**src/rtl/led_scan_decoder.sv**
```systemverilog
// Decodes a multiplexed, active-low 8-digit seven-segment scan back into per-digit hex values.
// Optional macro LED_SCAN_DECODER_POINT_EN captures and publishes the decimal points.
module led_scan_decoder #(
  parameter int unsigned SETTLE_CYCLES  = 4,
  parameter int unsigned TIMEOUT_CYCLES = 100000
) (
  input  logic       clk,
  input  logic       reset_n,
  input  logic [7:0] an,
  input  logic [7:0] seg,
  output logic [3:0] led1Number,
  output logic [3:0] led2Number,
  output logic [3:0] led3Number,
  output logic [3:0] led4Number,
  output logic [3:0] led5Number,
  output logic [3:0] led6Number,
  output logic [3:0] led7Number,
  output logic [3:0] led8Number,
  output logic [7:0] point,
  output logic       frame_valid,
  output logic       frame_error,
  output logic       locked
);

`ifdef LED_SCAN_DECODER_POINT_EN
  localparam int unsigned SEG_W = 8;
`else
  localparam int unsigned SEG_W = 7;
  logic unused_dp;
  assign unused_dp = seg[7];
`endif

  localparam logic [7:0]  SETTLE_LIM = 8'(SETTLE_CYCLES);
  localparam logic [23:0] IDLE_LIM   = 24'(TIMEOUT_CYCLES - 1);

  typedef enum logic [1:0] {SYNC, CAPTURE, LOST} state_t;

  state_t           state, state_nx;
  logic [7:0]       an_r, an_p;
  logic [SEG_W-1:0] seg_r, seg_p;
  logic [7:0]       settle_cnt, settle_nx;
  logic [23:0]      idle_cnt, idle_nx;
  logic [7:0]       mask, mask_nx;
  logic [3:0]       shadow [8];
  logic [3:0]       shadow_nx [8];
  logic [3:0]       led [8];
  logic [3:0]       lows;
  logic [4:0]       dec;
  logic [2:0]       idx;
  logic             same, reach, sample, multi, bad, err, pub;

  // Returns {valid, value} for an active-high a..g pattern.
  function automatic logic [4:0] decode(input logic [6:0] pat);
    case (pat)
      7'h3F: decode = 5'h10;
      7'h06: decode = 5'h11;
      7'h5B: decode = 5'h12;
      7'h4F: decode = 5'h13;
      7'h66: decode = 5'h14;
      7'h6D: decode = 5'h15;
      7'h7D: decode = 5'h16;
      7'h07: decode = 5'h17;
      7'h7F: decode = 5'h18;
      7'h6F: decode = 5'h19;
      7'h77: decode = 5'h1A;
      7'h7C: decode = 5'h1B;
      7'h39: decode = 5'h1C;
      7'h5E: decode = 5'h1D;
      7'h79: decode = 5'h1E;
      7'h71: decode = 5'h1F;
      default: decode = 5'h00;
    endcase
  endfunction

  // Dwell tracking: exactly one sample fires on the cycle the count first reaches the limit.
  always_comb begin
    same = (an_r == an_p) && (seg_r == seg_p);
    if (an_r == '1)                    settle_nx = '0;
    else if (!same)                    settle_nx = 8'd1;
    else if (settle_cnt == SETTLE_LIM) settle_nx = settle_cnt;
    else                               settle_nx = settle_cnt + 8'd1;
    reach  = (settle_nx == SETTLE_LIM) && (settle_cnt != SETTLE_LIM);
    lows   = 4'($countones(~an_r));
    sample = reach && (lows == 4'd1);
    multi  = reach && (lows > 4'd1);
    if (multi) settle_nx = '0;
    idx = '0;
    for (int unsigned i = 0; i < 8; i++) begin
      if (!an_r[i]) idx = i[2:0];
    end
    dec = decode(~seg_r[6:0]);
    bad = sample && !dec[4];
  end

`ifdef LED_SCAN_DECODER_POINT_EN
  logic [7:0] shadow_pt, shadow_pt_nx, point_r;
  assign point = point_r;
`else
  assign point = '0;
`endif

  always_comb begin
    state_nx  = state;
    mask_nx   = mask;
    shadow_nx = shadow;
    idle_nx   = '0;
    pub       = 1'b0;
    err       = multi || bad;
`ifdef LED_SCAN_DECODER_POINT_EN
    shadow_pt_nx = shadow_pt;
`endif
    if (state == CAPTURE) begin
      idle_nx = sample ? '0 : idle_cnt + 24'd1;
      if (mask == '1) begin
        // Full mask is published one edge later; a coincident error drops it.
        mask_nx = '0;
        pub     = !err;
      end else if (bad) begin
        mask_nx  = '0;
        state_nx = SYNC;
      end else if (sample && mask[idx]) begin
        err      = 1'b1;
        mask_nx  = '0;
        state_nx = SYNC;
        if (idx == 3'd0) begin
          mask_nx      = 8'h01;
          shadow_nx[0] = dec[3:0];
`ifdef LED_SCAN_DECODER_POINT_EN
          shadow_pt_nx[0] = ~seg_r[7];
`endif
          state_nx     = CAPTURE;
        end
      end else if (sample) begin
        mask_nx[idx]   = 1'b1;
        shadow_nx[idx] = dec[3:0];
`ifdef LED_SCAN_DECODER_POINT_EN
        shadow_pt_nx[idx] = ~seg_r[7];
`endif
      end else if (idle_cnt == IDLE_LIM) begin
        mask_nx  = '0;
        state_nx = LOST;
      end
    end else if (sample && !bad && idx == 3'd0) begin
      mask_nx      = 8'h01;
      shadow_nx[0] = dec[3:0];
`ifdef LED_SCAN_DECODER_POINT_EN
      shadow_pt_nx[0] = ~seg_r[7];
`endif
      state_nx     = CAPTURE;
    end
  end

  always_ff @(posedge clk) begin
    if (!reset_n) begin
      state       <= SYNC;
      an_r        <= '1;
      an_p        <= '1;
      seg_r       <= '1;
      seg_p       <= '1;
      settle_cnt  <= '0;
      idle_cnt    <= '0;
      mask        <= '0;
      shadow      <= '{default: '0};
      led         <= '{default: '0};
      frame_valid <= 1'b0;
      frame_error <= 1'b0;
`ifdef LED_SCAN_DECODER_POINT_EN
      shadow_pt   <= '0;
      point_r     <= '0;
`endif
    end else begin
      state       <= state_nx;
      an_r        <= an;
      an_p        <= an_r;
      seg_r       <= seg[SEG_W-1:0];
      seg_p       <= seg_r;
      settle_cnt  <= settle_nx;
      idle_cnt    <= idle_nx;
      mask        <= mask_nx;
      shadow      <= shadow_nx;
      frame_valid <= pub;
      frame_error <= err;
      if (pub) led <= shadow;
`ifdef LED_SCAN_DECODER_POINT_EN
      shadow_pt   <= shadow_pt_nx;
      if (pub) point_r <= shadow_pt;
`endif
    end
  end

  assign locked     = (state == CAPTURE);
  assign led1Number = led[0];
  assign led2Number = led[1];
  assign led3Number = led[2];
  assign led4Number = led[3];
  assign led5Number = led[4];
  assign led6Number = led[5];
  assign led7Number = led[6];
  assign led8Number = led[7];

endmodule

```
**config.mk**
```make
export PLATFORM = sky130hd
export DESIGN_NAME = led_scan_decoder
export DESIGN_NICKNAME = d
export VERILOG_FILES = /design/src/rtl/led_scan_decoder.sv
export SDC_FILE = /design/constraint.sdc
export NUM_CORES = 1
export LEC_CHECK = 0
export CAP_MARGIN = 15
export CORE_ASPECT_RATIO = 1.25
export CORE_UTILIZATION = 33
export CTS_CLUSTER_DIAMETER = 80
export DETAILED_ROUTE_END_ITERATION = 16
export PLACE_DENSITY = 0.56
export SYNTH_ARGS = -nofsm -noshare
export SYNTH_HDL_FRONTEND = slang
export SYNTH_SLANG_ARGS = --single-unit
```
**constraint.sdc**
```tcl
create_clock -name clk -period 6.5 [get_ports clk]
set_input_delay 0.65 -clock clk [delete_from_list [all_inputs] [get_ports clk]]
set_output_delay 0.65 -clock clk [all_outputs]
set_load 0.01 [all_outputs]
```
* Word level (Yosys, flattened, before mapping)
Cells that the tools add are included.
Operators by class: add/sub/neg operators 9, order comparisons 5, equality and inequality tests 33, bitwise gates (word level) 9, muxes and demuxes 48, reductions and logical operators 22
Operator list (number):
- 32-bit 2-to-1 mux | 3
- 7-bit == test, second input constant | 12
- 8-bit 2-to-1 mux | 10
- 5-bit case mux with 16 select lines | 1
- 32-bit bitwise mux | 1
- 28-bit 2-to-1 mux | 1
- 24-bit by 1-bit adder with 24-bit output, second input constant | 1
- 24-bit by 17-bit == test with 1-bit output, second input constant | 1
- 4-bit 2-to-1 mux | 5
- 3-bit 2-to-1 mux | 6
- 8-bit by 3-bit == test with 1-bit output, second input constant | 2
- 8-bit == test, second input constant | 2
- 7-bit by 3-bit == test with 1-bit output, second input constant | 2
- 7-bit by 6-bit == test with 1-bit output, second input constant | 2
- 2-bit 2-to-1 mux | 7
- 4-bit demux with 3-bit select | 1
- 1-bit 2-to-1 mux | 11
- 1-bit logical AND | 10
- 5-bit AND reduction | 2
- 1-bit by 1-bit adder with 2-bit output | 4
- 8-bit by 1-bit adder with 8-bit output, second input constant | 1
- 8-bit == test | 1
- 8-bit by 3-bit inequality test with 1-bit output, second input constant | 1
- 8-bit NOT | 1
- 30 further kinds | 38
Word-level totals: input bits 18, bits in registers 138

* Depth between registers and ports, before layout
Gate-level depths: netlist (run 1).
depth after elaboration 18, gate-level depth with buffers 15, gate-level depth less buffers 13

* Least setup slack after synthesis (run 1)
Ideal clock, no wire load.
kind register to register, start register an_r[1], end register shadow[22] in the netlist's numbering, buffers on the path 0, library setup time 0.152 ns, slack 2.176 ns, cell stages (with the launch flop) 14, arrival 4.172 ns, cells stage by stage dfxtp_1 inv_1 fa_1 fa_1 fa_1 ha_1 fa_1 nor2_1 a21oi_1 nor4b_1 nand4_2 nor4_4 nand4_1 mux2i_1
Between the ends: word-level cells in the longest chain between the ends 13
Ends and longest elaborated chain:
- start: declaration | RTL line 39 | logic [7:0] an_r, an_p;
- start signal: assignment | RTL line 173 | an_r <= an;
- 1-bit 2-to-1 mux | RTL line 89 | if (!an_r[i]) idx = i[2:0];
- 3-bit 2-to-1 mux (6 in a row) | RTL line 89
- 3-bit NOT with 4-bit output (implied by the code) | RTL line 135 | shadow_nx[idx] = dec[3:0];
- 4-bit >= comparator (implied by the code) / 4-bit by 1-bit less-than comparator with 1-bit output (equally long branches) | RTL line 135
- 1-bit logical AND (implied by the code) | RTL line 135
- 4-bit 2-to-1 mux (implied by the code) | RTL line 135
- 4-bit demux with 3-bit select | RTL line 135
- 32-bit bitwise mux | RTL line 135
- end signal: assignment | RTL line 180 | shadow <= shadow_nx;
- end: declaration | RTL line 44 | logic [3:0] shadow [8];
Several ways; a longest one is shown, not always the timed one. The select of a mux whose other input is x is not followed. A chain may end at the register's enable or synchronous reset.

* Worst setup path after layout (run 1)
start register an_r[1], end register shadow[24] in the netlist's numbering
Same word-level chain as after synthesis.

==> summary.txt, run 1 <==
======================================================================================
Final Skew                                                                   0.0117 ns
Critical path launch point                                                     an_r[1]
Status                                                                       completed
Data arrival time of the critical path                                         5.29 ns
Vias per std cell                                                                 4.90
Required arrival time at the worst endpoint                                    6.79 ns
TritonCTS Sinks                                                                    138
Layout Cells excl Fill                                                             940
Worst reg-to-reg setup slack                                                   1.50 ns
Antenna violation net count after detailed routing                                   0
Overall die area                                                           18,900 um^2
Total track usage                                                                15.2%
HP Start                                                                   idle_cnt[0]
Slew @ Worst Pin                                                              0.887 ns
Depth of the worst register-to-register path                                        13
Post-synth ARST share                                                               0%
Share of post-route cells with drive strength above 1                            7.16%
Clock slew at the register clock pins of the worst setup and hold paths        0.06 ns
Number of cells in the design after placement                                      909
Hold Crit Class                                                           flop to flop
Synth area leaders                                                        dfxtp_1 (46%), mux2i_1 (10%), nor2_1 (5.5%)
First-pass GRT wire length                                                     22.5 mm
Post-synthesis area per instance                                             9.20 um^2
Area taken by flip-flops and latches                                         2760 um^2
Destination of the worst register-to-register timing path                   shadow[24]
Number of rows created at floorplan                                                 55
Count of fill cells added during filler insertion                                1,849
Total negative slack for setup checks                                             0 ns
Worst-case headroom to the max-slew limit                                        40.4%
Number of pins with negative max-slew slack in the final report                      0
Top cell type's share of synthesized area                                        45.6%
Final Core Density                                                               40.6%
Total DRC errors in the routed layout                                                0
Post-CTS Resized                                                                     0
Cell with the most instances after synthesis                                   dfxtp_1
Period utilisation layout                                                        76.9%
Width of the die                                                                123 um
CTS H-Tree Depth                                                                     4
Hold path endpoint                                                         idle_cnt[0]
Estimated wirelength of the detail-placed design                               9.39 mm
Critical path type                                                        flop to flop
Largest net degree at the start of global routing                                   55
Via total after detailed routing                                                 4,606
Inserted Clock Buffers                                                              17
Cells after synthesis                                                              658
Kind of end point of the critical path                                            flop
Final number of hold-violating endpoints                                             0
Final Routed Wirelength                                                        13.3 mm
Number of global-route vias before repair                                        4,623
Insertion delay of the later-clocked pin in the worst-skew pair                0.42 ns
Post-synth EDFFs                                                                     0
Cell area after placement                                                    6720 um^2
Total power density per cell area                                          266 nW/um^2
Reg-to-reg critical path startpoint                                            an_r[1]
Worst hold path depth                                                                1
Crit start category                                                               flop
Total non-filler cell area in the finished layout                            7330 um^2
Number of maximum-capacitance violations                                             0
Sequential share of the synthesized area                                         45.6%
Overall overflow remaining after global route                                        0
Initial antenna violation count                                                      0
Core ar.                                                                   18,000 um^2
Most area-hungry cell type in the Yosys netlist                                dfxtp_1
TritonRoute pass-1 iters                                                             4
Clock tree from TritonCTS                                                        built
Number of setup violations in the final report                                       0
Count of unique library cells instantiated by Yosys                                 60
Static Leak                                                                    3.05 nW
Post-CTS setup buffer count                                                          0
Layout-stage area growth over the synthesis result                               21.1%
I/O pins                                                                            61
Layout net count                                                                   729
Antenna Diode Count                                                                  0
Vertical die dimension                                                          153 um
Routability-driven placement congestion ratio                                    0.824
Port bufs                                                                           51
Count of yosys warnings during synthesis                                             0
Initial DRC count                                                                  284
Synthesized area                                                             6050 um^2
RSZ-0062 raised after global routing                                             false
Final worst path period need                                                   5.00 ns
Number of synthesized register bits                                                138
Number of buffers inserted by hold repair at cts                                     0
Max Buffers Root-to-Sink                                                             2
Area of the multi-input gates                                                3070 um^2
Routed wire length per instance                                                14.2 um
CTS Root Buffer Type                                                         clkbuf_16
IR drop worst, VDD                                                            0.172 mV
Top fanout value on the critical path                                                8
Most instantiated flip-flop cell in the synthesis netlist                      dfxtp_1
Ranking of synthesized cells by instance count                            dfxtp_1 (138), nor2_1 (88), nand2_1 (67)
Fmax achieved                                                                0.200 GHz
Worst hold slack                                                              0.453 ns
Initial core utilization                                                         33.6%
======================================================================================
==> worst max path at each step <==
stage          slack [ns]         end
2_1_floorplan        2.18  shadow[22]
3_3_place_gp         1.54  shadow[10]
3_5_place_dp         1.53  shadow[11]
4_1_cts              1.53  shadow[24]
5_1_grt              1.17  shadow[24]
6_report             1.50  shadow[24]
==> critical path, cell delays in order (launching register included) <==
cell     delay, ns
dfxtp_1       0.46
inv_1         0.15
fa_1          0.51
fa_1          0.54
fa_1          0.41
ha_1          0.22
fa_1          0.38
nor2_1        0.11
a21oi_1       0.07
nor4b_1       0.43
nand4_2       0.37
nor4_2        0.90
mux2i_1       0.26
nor2_1        0.05
==> cells by family (layout without fill, tap and decap cells) <==
group | after synthesis | in the layout | synth area share (%)
adder cells (fa/ha/maj) | 11 | 11 | 2.77
XOR/XNOR | 43 | 43 | 6.22
AND/OR/NAND/NOR | 283 | 283 | 23.4
other | 1 | 8 | 0.0620
multiplexers | 62 | 62 | 10.3
AO/OA/AOI/OAI | 63 | 63 | 7.36
flip-flops | 138 | 138 | 45.6
buffers and inverters | 57 | 104 | 4.26
==> power by group <==
group | total [mW] | leakage, nW | switching [mW] | internal [mW]
Clock | 0.990 | 0.296 | 0.372 | 0.617
Combinational | 0.0904 | 1.63 | 0.0505 | 0.0399
Sequential | 0.871 | 1.12 | 0.0162 | 0.855
Total | 1.95 | 3.05 | 0.439 | 1.51
==> placed cells by master, fill, tap and decap left out, types with 12 or more instances in the layout <==
cell             instances
dfxtp_1                138
nor2_1                  88
mux2i_1                 61
a21oi_1                 14
inv_1                   17
clkbuf_16               17
nand2b_1                24
nor3_1                  13
nand3_1                 23
nand2_1                 67
nand4_1                 15
xor2_1                  30
xnor2_1                 13
clkdlybuf4s50_1         50
o21ai_0                 12
==> final cells by class <==
type / instances / area share, %
clock buffers: 19 / 6.05
clock inverters: 12 / 2.27
inverters: 18 / 0.922
multi-input cells: 470 / 41.9
flip-flops and latches: 138 / 37.7
well taps: 228 / 3.89
repair buffers: 55 / 7.31
==> flip-flops by register name, indices dropped and copies added (netlist names) <==
register / cells
an_r: 8
led4Number: 4
shadow: 32
led5Number: 4
state: 2
led7Number: 4
idle_cnt: 24
an_p: 8
seg_r: 7
frame_valid: 1
settle_cnt: 8
led8Number: 4
led1Number: 4
frame_error: 1
led6Number: 4
seg_p: 7
led3Number: 4
mask: 8
led2Number: 4
==> per-layer routing <==
metal	wire [um]	GRT usage, %	up-vias
li1	-	-	2323
met1	5820	17.6	2212
met2	7010	26.3	57
met3	305	3.73	14
met4	211	6.20	0
met5	0	0	-
==> metrics by stage <==
stage / worst slack (ns) / power (mW)
global placement: 1.54 / 0.977
finish: 1.50 / 1.95
detailed placement: 1.53 / 0.980
global route: 1.17 / 2.02
floorplan: 2.18 / 0.957
CTS: 1.53 / 1.98
No activity file was read; power rests on OpenSTA's default activity.
==> inputs of run 2 (changes only) <==
--- a/config.mk
+++ b/config.mk
@@ -10,7 +10,7 @@
 export CORE_UTILIZATION = 33
 export CTS_CLUSTER_DIAMETER = 80
 export DETAILED_ROUTE_END_ITERATION = 16
-export PLACE_DENSITY = 0.56
+export PLACE_DENSITY = 0.58
 export SYNTH_ARGS = -nofsm -noshare
 export SYNTH_HDL_FRONTEND = slang
 export SYNTH_SLANG_ARGS = --single-unit
==> constraint.sdc (replaced) <==
create_clock -name clk -period 4.1 [get_ports clk]
set_input_delay 0.41 -clock clk [delete_from_list [all_inputs] [get_ports clk]]
set_output_delay 0.41 -clock clk [all_outputs]
set_load 0.01 [all_outputs]
==> run 2 against run 1 <==
Net effect: cell area up 7.8%; critical path type unchanged; wire length up 8.9%; core utilization up 3.2 points; first-iteration DRC count is 6.3% higher; global-route usage up 0.96 points; clock skew increased by 0.0036 ns; setup slack lost 1.6 ns; the flow now finishes with violations (DRC, setup timing); flip-flop and latch count unchanged.
==> summary.txt, run 2 (same netlist as run 1, synthesis figures left out) <==
======================================================================================
Estimated wirelength of the detail-placed design                               9.94 mm
Antenna Diode Count                                                                  0
Failing checks                                                            DRC, setup timing
Required arrival time at the worst endpoint                                    4.41 ns
Via total after detailed routing                                                 4,852
Period utilisation layout                                                         103%
Inserted Clock Buffers                                                              17
Final worst path period need                                                   4.21 ns
Port bufs                                                                           51
Clock tree from TritonCTS                                                        built
Initial antenna violation count                                                      0
Power share of the sequential group                                              44.2%
Routed wire length per instance                                                14.8 um
Vias per std cell                                                                 4.94
Reg-to-reg critical path startpoint                                            an_r[3]
Width of the die                                                                123 um
Worst reg-to-reg setup slack                                                  -0.11 ns
Int Power                                                                      2.32 mW
Final Routed Wirelength                                                        14.5 mm
Top fanout value on the critical path                                                5
Cell at the slowest stage of the critical path                                    fa_1
Status                                                                    finished with violations
Clock power frac                                                                 49.7%
Fmax achieved                                                                0.238 GHz
Registers with the most flip-flops                                        shadow x32, idle_cnt x24
CTS Root Buffer Type                                                         clkbuf_16
CTS H-Tree Depth                                                                     4
Library cell appearing most often on the critical path                            fa_1
Kind of end point of the critical path                                            flop
Hold Crit Class                                                           flop to flop
Worst-case headroom to the max-slew limit                                        41.7%
Final Core Density                                                               43.8%
First-pass GRT wire length                                                     23.8 mm
Antenna violation net count after detailed routing                                   0
Total power density per cell area                                          395 nW/um^2
Worst hold path depth                                                                2
Slew @ Worst Pin                                                              0.868 ns
Initial DRC count                                                                  302
Number of pins with negative max-slew slack in the final report                      0
I/O pins                                                                            61
Number of rows created at floorplan                                                 55
Overall die area                                                           18,900 um^2
Max FFs per register                                                                32
Critical path type                                                        flop to flop
Maximum cell stage delay along the critical path                               0.57 ns
RSZ-0062 raised after global routing                                              true
Final number of hold-violating endpoints                                             0
Worst setup margin                                                           -0.106 ns
Power dissipated by switching net loads                                       0.802 mW
Data arrival time of the critical path                                         4.51 ns
Core ar.                                                                   18,000 um^2
Commonest non-fill, non-tap cells in the layout                           dfxtp_1 (135), nor2_1 (85), nand2_1 (67)
Hold path endpoint                                                          shadow[25]
TritonRoute pass-1 iters                                                            10
Layout Cells excl Fill                                                             983
Cell breakdown of the critical path                                       inv_2 -> fa_1 -> fa_1 -> fa_1 -> ha_2 -> fa_2 -> nor4b_4 -> buf_4 -> nand4_4 -> buf_12 -> o211ai_4 -> buf_6 -> clkbuf_16 -> mux2i_1 -> nor2_1
Number of maximum-capacitance violations                                             0
Insertion delay of the later-clocked pin in the worst-skew pair                0.43 ns
Layout-stage area growth over the synthesis result                               30.5%
Number of setup violations in the final report                                      51
Layout net count                                                                   771
Critical path launch point                                                     an_r[3]
Combinational group share of total power                                          6.1%
Number of global-route vias before repair                                        4,878
Share of post-route cells with drive strength above 1                            15.0%
TritonCTS Sinks                                                                    138
Number of cells in the design after placement                                      937
Depth of the worst register-to-register path                                        15
Total DRC errors in the routed layout                                                1
Register name with the most flops                                               shadow
Commonest non-fill, non-tap cell in the layout                                 dfxtp_1
Final Skew                                                                   0.0154 ns
Overall overflow remaining after global route                                        0
Destination of the worst register-to-register timing path                 led3Number[3]
Initial core utilization                                                         33.6%
Routability-driven placement congestion ratio                                    0.866
Max Buffers Root-to-Sink                                                             2
Largest net degree at the start of global routing                                   40
Vertical die dimension                                                          153 um
IR drop worst, VDD                                                            0.244 mV
Total track usage                                                                16.1%
Static Leak                                                                    3.31 nW
Crit start category                                                               flop
Net Sw Frac                                                                      25.7%
HP Start                                                                    shadow[25]
Clock slew at the register clock pins of the worst setup and hold paths        0.06 ns
Final Total Pwr                                                                3.12 mW
======================================================================================
## run 2: changes by cell type in the layout (fill, tap and decap cells not counted), sizes merged
cell	delta
clkinvlp	-1
inv	+8
bufinv	-2
clkbuf	+1
clkinv	-2
buf	+39
## run 2: worst max-delay path, delay by kind of cell, from the launching register on
kind	cells	cell delay, ns
muxes	1	0.18
and+or+nand+nor	3	0.48
adders and majority gates	5	2.15
DFF	1	0.34
buffers and inverters	5	0.76
AOI/OAI and AO/OA	1	0.18
## run 2: routing by layer
metal | global-route usage, % | wire length [um]
met5 | 0 | 0
met4 | 7.69 | 329
met3 | 3.66 | 428
met2 | 28.5 | 7650
met1 | 17.9 | 6130
## run 2: cell type report
type                            instances  area [um^2]
Inverter                               18         67.6
Clock buffer                           17          425
Fill cell                            1776        10100
Tap cell                              228          285
Clock inverter                         15          171
Multi-Input combinational cell        470         3180
Timing Repair Buffer                   97         1010
Sequential cell                       138         2770
## run 2: how the worst max path moves through the flow
| stage | to | slack [ns] |
|---|---|---|
| 3_3_place_gp | shadow[8] | -0.13 |
| 3_5_place_dp | shadow[10] | -0.16 |
| 2_1_floorplan | shadow[22] | 0.01 |
| 5_1_grt | led7Number[3] | -0.28 |
| 6_report | led3Number[3] | -0.11 |
| 4_1_cts | shadow[21] | -0.07 |
## run 2: power by group through the flow
stage | clock, mW | sequential (mW) | combinational [mW]
after floorplan | 0 | 1.39 | 0.129
final | 1.55 | 1.38 | 0.190
after detailed placement | 0 | 1.41 | 0.174
after global placement | 0 | 1.41 | 0.169
after global routing | 1.64 | 1.38 | 0.209
after CTS | 1.58 | 1.38 | 0.179
## run 2: per-stage QoR
step,hold WS [ns],setup slack (ns),TNS [ns],cell area (um^2)
floorplan,0.426,0.0147,0,6130
global placement,0.437,-0.130,-2.06,7000
detailed placement,0.442,-0.156,-2.77,7000
CTS,0.467,-0.0726,-1.88,7730
global route,0.477,-0.284,-17.28,7900
finish,0.455,-0.106,-3.34,7900
## run 2: repair_timing
| action | in CTS | in global routing |
|---|---|---|
| hold buffers | 0 | 0 |
| pin swaps | 5 | 5 |
| gates resized for setup | 10 | 21 |
| setup endpoints to repair | 67 | 103 |
| setup buffers | 7 | 3 |
| gates cloned | 1 | 3 |
==> inputs of run 3 (changes only) <==
--- a/config.mk
+++ b/config.mk
@@ -5,12 +5,14 @@
 export SDC_FILE = /design/constraint.sdc
 export NUM_CORES = 1
 export LEC_CHECK = 0
+export ABC_CLOCK_PERIOD_IN_PS = 4100
 export CAP_MARGIN = 15
 export CORE_ASPECT_RATIO = 1.25
 export CORE_UTILIZATION = 33
 export CTS_CLUSTER_DIAMETER = 80
 export DETAILED_ROUTE_END_ITERATION = 16
 export PLACE_DENSITY = 0.58
+export SKIP_CTS_REPAIR_TIMING = 1
 export SYNTH_ARGS = -nofsm -noshare
 export SYNTH_HDL_FRONTEND = slang
 export SYNTH_SLANG_ARGS = --single-unit
==> run 3 against run 2 <==
Net effect: the flow still finishes with violations (DRC, setup timing); clock skew is 0.0034 ns lower; critical endpoint is now led6Number[1]; power is 0.12% higher; worst hold slack better by 0.00077 ns; combinational power increased by 3%; setup slack worse by 0.048 ns.
==> summary.txt, run 3 (same netlist as run 1, synthesis figures left out) <==
======================================================================================
Number of global-route vias before repair                                        4,820
Width of the die                                                                123 um
Status                                                                    finished with violations
IR drop worst, VDD                                                            0.244 mV
Required arrival time at the worst endpoint                                    4.41 ns
Largest net degree at the start of global routing                                   40
Cell at the slowest stage of the critical path                                    fa_1
I/O pins                                                                            61
Clock tree from TritonCTS                                                        built
Antenna Diode Count                                                                  0
Commonest non-fill, non-tap cell in the layout                                 dfxtp_1
Vias per std cell                                                                 4.95
Number of pins with negative max-slew slack in the final report                      0
Top fanout value on the critical path                                               10
RSZ-0062 raised after global routing                                              true
Power share of the sequential group                                              44.1%
Max FFs per register                                                                32
Fmax achieved                                                                0.235 GHz
Net Sw Frac                                                                      25.6%
Maximum cell stage delay along the critical path                               0.57 ns
Worst setup margin                                                           -0.154 ns
Total track usage                                                                15.9%
Worst-case headroom to the max-slew limit                                        30.6%
Combinational group share of total power                                          6.3%
Initial DRC count                                                                  356
Initial core utilization                                                         33.6%
TritonRoute pass-1 iters                                                            10
First-pass GRT wire length                                                     23.5 mm
Static Leak                                                                    3.32 nW
Number of maximum-capacitance violations                                             0
Data arrival time of the critical path                                         4.57 ns
Total power density per cell area                                          393 nW/um^2
Routability-driven placement congestion ratio                                    0.866
Period utilisation layout                                                         104%
Slew @ Worst Pin                                                               1.03 ns
Routed wire length per instance                                                14.8 um
Antenna violation net count after detailed routing                                   0
Overall die area                                                           18,900 um^2
Int Power                                                                      2.32 mW
Final worst path period need                                                   4.25 ns
Cell area after placement                                                    7000 um^2
Insertion delay of the later-clocked pin in the worst-skew pair                0.43 ns
Max Buffers Root-to-Sink                                                             2
Final number of hold-violating endpoints                                             0
Total non-filler cell area in the finished layout                            7940 um^2
Library cell appearing most often on the critical path                            fa_1
Critical path type                                                        flop to flop
Layout-stage area growth over the synthesis result                               31.2%
Estimated wirelength of the detail-placed design                               9.94 mm
TritonCTS Sinks                                                                    138
Kind of end point of the critical path                                            flop
Worst hold slack                                                              0.456 ns
Commonest non-fill, non-tap cells in the layout                           dfxtp_1 (135), nor2_1 (86), nand2_1 (67)
Layout net count                                                                   770
Port bufs                                                                           51
Total DRC errors in the routed layout                                                1
Combined buffer and inverter count along the critical path                           5
Final Skew                                                                   0.0120 ns
Registers with the most flip-flops                                        shadow x32, idle_cnt x24
Hold Crit Class                                                           flop to flop
Clock slew at the register clock pins of the worst setup and hold paths        0.07 ns
Overall overflow remaining after global route                                        0
Crit start category                                                               flop
CTS Root Buffer Type                                                         clkbuf_16
Final Routed Wirelength                                                        14.6 mm
Core ar.                                                                   18,000 um^2
Initial antenna violation count                                                      0
Number of rows created at floorplan                                                 55
Share of post-route cells with drive strength above 1                            15.3%
Register name with the most flops                                               shadow
Cell breakdown of the critical path                                       inv_2 -> fa_1 -> fa_1 -> fa_1 -> ha_2 -> fa_2 -> nor4b_4 -> buf_4 -> nand4_4 -> buf_12 -> o211ai_4 -> buf_4 -> clkbuf_16 -> mux2i_1 -> nor2_1
Failing checks                                                            DRC, setup timing
Number of setup violations in the final report                                      57
Clock power frac                                                                 49.6%
Power dissipated by switching net loads                                       0.801 mW
Vertical die dimension                                                          153 um
CTS H-Tree Depth                                                                     4
Worst reg-to-reg setup slack                                                  -0.15 ns
Via total after detailed routing                                                 4,861
Count of fill cells added during filler insertion                                1,768
Inserted Clock Buffers                                                              17
Largest delay share family, worst path                                     adder cells
======================================================================================
==> run 3: changes by cell type in the layout (fill, tap and decap cells not counted), sizes merged <==
| cell | previous run | this run |
|---|---|---|
| buf | 44 | 43 |
==> run 3: worst paths after layout <==
check                           startpoint       endpoint  cells past startpoint
worst max-delay path               an_r[1]  led6Number[1]                     15
worst min-delay path            shadow[25]     shadow[25]                      2
worst max register to register     an_r[1]  led6Number[1]                     15
worst min register to register  shadow[25]     shadow[25]                      2
==> run 3: power by group through the flow <==
stage | registers, mW | logic (mW) | clock network (mW)
floorplan | 1.39 | 0.129 | 0
global route | 1.38 | 0.215 | 1.64
global placement | 1.41 | 0.169 | 0
finish | 1.38 | 0.196 | 1.55
CTS | 1.38 | 0.177 | 1.58
detailed placement | 1.41 | 0.174 | 0
==> run 3: through the flow <==
| step | setup slack (ns) | std cells | util (%) | setup TNS [ns] | power [mW] |
|---|---|---|---|---|---|
| CTS | -0.191 | 969 | 42.2 | -5.36 | 3.13 |
| detailed placement | -0.156 | 937 | 38.8 | -2.77 | 1.58 |
| global placement | -0.130 | 937 | 38.8 | -2.06 | 1.58 |
| finish | -0.154 | 982 | 44.0 | -4.31 | 3.12 |
| global route | -0.330 | 982 | 44.0 | -16.61 | 3.24 |
| floorplan | 0.0147 | 665 | - | 0 | 1.52 |
==> run 3: area by class of cell <==
class / count / area [um^2] / area share, %
Timing Repair Buffer: 96 / 1010 / 12.7
Clock buffer: 17 / 425 / 5.36
Multi-Input combinational cell: 470 / 3220 / 40.5
Clock inverter: 15 / 171 / 2.16
Tap cell: 228 / 285 / 3.59
Inverter: 18 / 67.6 / 0.851
Sequential cell: 138 / 2770 / 34.8
==> run 3: metal layers <==
layer,up-vias,global-route usage (%),wire length [um]
met1,2326,17.8,6180
met3,30,3.58,365
met5,-,0,0
met4,0,7.63,367
li1,2414,-,-
met2,91,27.9,7650
==> run 3: tightest hold or removal path: stages (launching register included) <==
cell	delay [ns]
dfxtp_1	0.32
nand2_1	0.05
o21ai_1	0.05
